--- src/rtl/timeout_if.sv ---
// Load/arm bus of the timeout timer.
// Master arms with count/put and observes full.
interface timeout_if #(
  parameter int W = 8
);
  logic [W-1:0] count;
  logic         put;
  logic         full;

  modport master (
    output count,
    output put,
    input  full
  );

  modport slave (
    input  count,
    input  put,
    output full
  );
endinterface

--- src/rtl/timeout.sv ---
// Programmable down-counting timeout timer.
// full is a decoded state flop, so it has no path from inputs.
module timeout #(
  parameter int W = 8
) (
  input  logic     clock,
  input  logic     reset,
  timeout_if.slave bus
);

  typedef enum logic {
    S_IDLE,
    S_RUN
  } state_t;

  state_t         r_state;
  state_t         w_state_nxt;
  logic [W-1:0]   r_cnt;
  logic [W-1:0]   w_cnt_nxt;
  logic           w_load;
  logic           w_dec;

  assign w_load = bus.put;
  assign w_dec  = !bus.put && (r_cnt != '0);

  always_ff @(posedge clock or negedge reset) begin
    if (!reset) begin
      r_state <= S_IDLE;
      r_cnt   <= '0;
    end else begin
      r_state <= w_state_nxt;
      r_cnt   <= w_cnt_nxt;
    end
  end

  // Reload wins over decrement; count 0 never leaves idle.
  always_comb begin
    w_state_nxt = r_state;
    w_cnt_nxt   = r_cnt;
    unique case (1'b1)
      w_load: begin
        w_cnt_nxt   = bus.count;
        w_state_nxt = (bus.count == '0)
                    ? S_IDLE : S_RUN;
      end
      w_dec: begin
        w_cnt_nxt   = r_cnt - W'(1);
        w_state_nxt = (r_cnt == W'(1))
                    ? S_IDLE : S_RUN;
      end
      default: begin
        w_state_nxt = S_IDLE;
      end
    endcase
  end

  assign bus.full = (r_state == S_IDLE);

endmodule

--- src/flat_wrapper.sv ---
// flat-port wrapper written by rule: the top's interface ports become plain ports
module timeout_flat 
#(
  parameter int W = 8
)
  (clock, reset, bus_count, bus_put, bus_full);
  timeout_if #(.W(W)) bus_i ();
  input  logic clock;
  input  logic reset;
  input wire logic [$bits(bus_i.count)-1:0] bus_count;
  input wire logic [$bits(bus_i.put)-1:0] bus_put;
  output wire logic [$bits(bus_i.full)-1:0] bus_full;
  assign bus_i.count = bus_count;
  assign bus_i.put = bus_put;
  assign bus_full = bus_i.full;
  timeout #(.W(W)) u_core (.clock(clock), .reset(reset), .bus(bus_i));
endmodule
--- config.mk ---
export PLATFORM = sky130hd
export DESIGN_NAME = timeout_flat
export DESIGN_NICKNAME = d
export VERILOG_FILES = /design/src/rtl/timeout_if.sv /design/src/rtl/timeout.sv /design/src/flat_wrapper.sv
export SDC_FILE = /design/constraint.sdc
export NUM_CORES = 1
export LEC_CHECK = 0
export CAP_MARGIN = 40
export CORE_AREA = 10 10 49 51
export CTS_CLUSTER_DIAMETER = 40
export DETAILED_ROUTE_END_ITERATION = 12
export DIE_AREA = 0 0 59 61
export PLACE_DENSITY_LB_ADDON = 0.05
export SLEW_MARGIN = 20
export SYNTH_ARGS = -nofsm -noshare
export SYNTH_HDL_FRONTEND = slang
export SYNTH_SLANG_ARGS = --single-unit
--- constraint.sdc ---
create_clock -name clock -period 1.8 [get_ports clock]
set_clock_uncertainty 0.1 [all_clocks]
set_input_delay 0.36 -clock clock [delete_from_list [all_inputs] [get_ports clock]]
set_output_delay 0.36 -clock clock [all_outputs]
set_load 0.05 [all_outputs]
==> results.toml <==
[drt]
postRouteAntennaNets = 0
vias = 579
wl_per_cell_um = 15.4
routed_wl_mm = 1.57
drtIter0Drc = 7
first_pass_iters = 4
avgViaCountPerCell = 5.68
drcViolationCount = 0

[synth]
synthCells = 68
ys_top_cells_by_count = "9 x dfrtp_1, 5 x inv_1, 5 x nand2_1, 5 x nor4_1"
synth_ff_type = "dfrtp_1"
synth.most_common_cell = "dfrtp_1"
ys_ff_latch = 9
ys_types = 27
synth.area.top_cells = "dfrtp_1 37%, ha_1 6.2%, nor4_1 5.2%, buf_6 3.7%, o31ai_1 3.7%"
synth_edf_count = 0
syn_avg_cell_area_sq_um = 8.89
synth_area_sq_um = 604
ys_seq_area_share_pct = 37.3
yosysTopAreaCellShare_pct = 37.3
synthArstFlopShare_pct = 100
synth_area_leader_cell = "dfrtp_1"
ys_warn_count = 0
syn_nets = 82

[timing]
tns_ps = 0
hold_violations = 0
drv_slew = 0
fmax_mhz = 578
fin_crit_sh_pct = 96.2
max-slew-margin-rel_pct = 69.7
tightest_slew_ps = 450
finalSetupViolations = 0
setup_slack_ps = 68.7
min_period_ps = 1730

[cts]
htree_levels = 1
holdBufCountCts = 0
root_buffer = "clkbuf_4"
clkLatencyLatePin_ps = 270
cts_tree = "built"
clk_pin_slew_ps = 70
post_cts_buffers = 0
clock-sinks = 9
cts_buffers = 3
clockBufferDepth = 2

[worst_setup_path]
crit_path_end_kind = "flop"
critPathKind = "flop to flop"
start_kind = "flop"
r2r_setup_slack_ps = 70
cp_max_fo = 5
arrival_ps = 1810
rr_worst_depth = 5
cp.required_ps = 1880
rr_endpoint = "u_core.r_cnt[0]$_DFFE_PN0P_"
r2r_start = "u_core.r_cnt[1]$_DFFE_PN0P_"

[pwr]
leakagePower_uw = 0.000326
p_total_uw = 592
peakVddDrop_uv = 334
swShare_pct = 32.3
switchingPower_uw = 191
p_int_uw = 401
seqPwrFrac_pct = 43.1
p_per_area_mw_per_mm2 = 733
clkPwrFrac_pct = 28.0
combPwrFrac_pct = 28.9

[grt]
grt_pass1_wl_mm = 2.61
grt_usage_pct = 9.39
grt_pass1_vias = 594
antenna_found_initial = 0
globalRouteOverflowTotal = 0
grt_max_degree = 13

[floorplanning]
io_pins = 12
dieHeight_um = 61
initial_core_util_pct = 41.1
die_x_um = 59
die_area_sq_mm = 0.00360
core_area_sq_mm = 0.00147
rows = 14

[layout]
nNetsFinal = 101
n_antenna_cell = 0
areaGrowthSynthToFinish_pct = 33.7
final_layout_size_suffix_gt1_share_pct = 23.3
finalInstanceArea_sq_um = 808

[job]
max_cap_viol_count = 0

[placement]
io_buffers = 11
place_area_sq_um = 751
gp_congestion = 0.754
dpl_worst_slack_ps = 48.4
dp_hpwl_mm = 1.18

[worst_hold_path]
min_path_type = "primary input to asynchronous set/reset pin"

[status]
outcome = "completed"
-- worst max-delay path by stage --
stage	depth (start not counted)	start	to	slack [ps]
finish	5	u_core.r_cnt[1]$_DFFE_PN0P_	u_core.r_cnt[0]$_DFFE_PN0P_	70
global route	5	u_core.r_cnt[1]$_DFFE_PN0P_	u_core.r_cnt[0]$_DFFE_PN0P_	-4
CTS	5	u_core.r_cnt[1]$_DFFE_PN0P_	u_core.r_cnt[0]$_DFFE_PN0P_	20
detailed placement	5	u_core.r_cnt[1]$_DFFE_PN0P_	u_core.r_cnt[0]$_DFFE_PN0P_	50
global placement	5	u_core.r_cnt[1]$_DFFE_PN0P_	u_core.r_cnt[0]$_DFFE_PN0P_	110
floorplan	6	u_core.r_cnt[0]$_DFFE_PN0P_	u_core.r_cnt[0]$_DFFE_PN0P_	20
-- cells by family after synthesis --
kind of cell	Yosys count	synth area share [%]
AO/OA/AOI/OAI	22	24.0
AND/OR/NAND/NOR	23	22.4
flip-flops	9	37.3
XOR/XNOR	1	1.45
buffers and inverters	10	8.70
adder cells (fa/ha/maj)	3	6.21
-- sequential cells by signal, summed over array words and instances, names as in the netlist --
signal / flops
u_core.r_state: 1
u_core.r_cnt: 8
-- power groups by stage --
stage          sequential (uW)  combinational (uW)  clock, uW
2_1_floorplan              249                 101          0
3_3_place_gp               255                 159          0
3_5_place_dp               255                 161          0
4_1_cts                    251                 161        170
5_1_grt                    261                 191        183
6_report                   255                 171        166
-- critical path: stages, from the launching register on --
cell and delay [ps]:
dfrtp_1 390, inv_2 80, ha_2 180, or4b_4 500, o21a_1 200, o31ai_2 200
-- final cells by class --
class / instances / area (sq um)
clock buffer: 4 / 26.3
fill: 156 / 663
inverter: 5 / 18.8
multi-input combinational: 50 / 358
sequential: 9 / 225
tap: 16 / 20.0
timing repair buffer: 18 / 160
-- per-layer routing --
layer	share of wire, %	track usage, %
met2	46	15.5
met4	1.3	5.90
met5	0	0
met1	47	10.2
met3	4.9	3.13
-- timing repair --
action,CTS,global route
resized for setup,0,8
endpoints found under the hold margin,0,0
setup endpoints to repair,0,4
-- per-stage QoR --
stage | std cells | utilization (%) | hold slack, ps
floorplan | 68 | - | -35.6
global placement | 97 | 51.0 | 461
detailed placement | 97 | 51.0 | 479
CTS | 101 | 52.8 | 317
global route | 102 | 54.9 | 335
finish | 102 | 54.9 | 299
-- placed cells by master, fill, tap and decap left out, types with 3 or more instances in the layout --
cell | netlist | routed
clkdlybuf4s50_1 | 0 | 10
dfrtp_1 | 9 | 9
buf_4 | 0 | 8
nor4_1 | 5 | 5
nand2_1 | 5 | 5
a21oi_1 | 4 | 4
inv_1 | 5 | 3
o21ai_0 | 4 | 3
o21ai_1 | 2 | 3
nor3_1 | 4 | 3
clkbuf_4 | 0 | 3
Power figures use the tool's default switching activity.
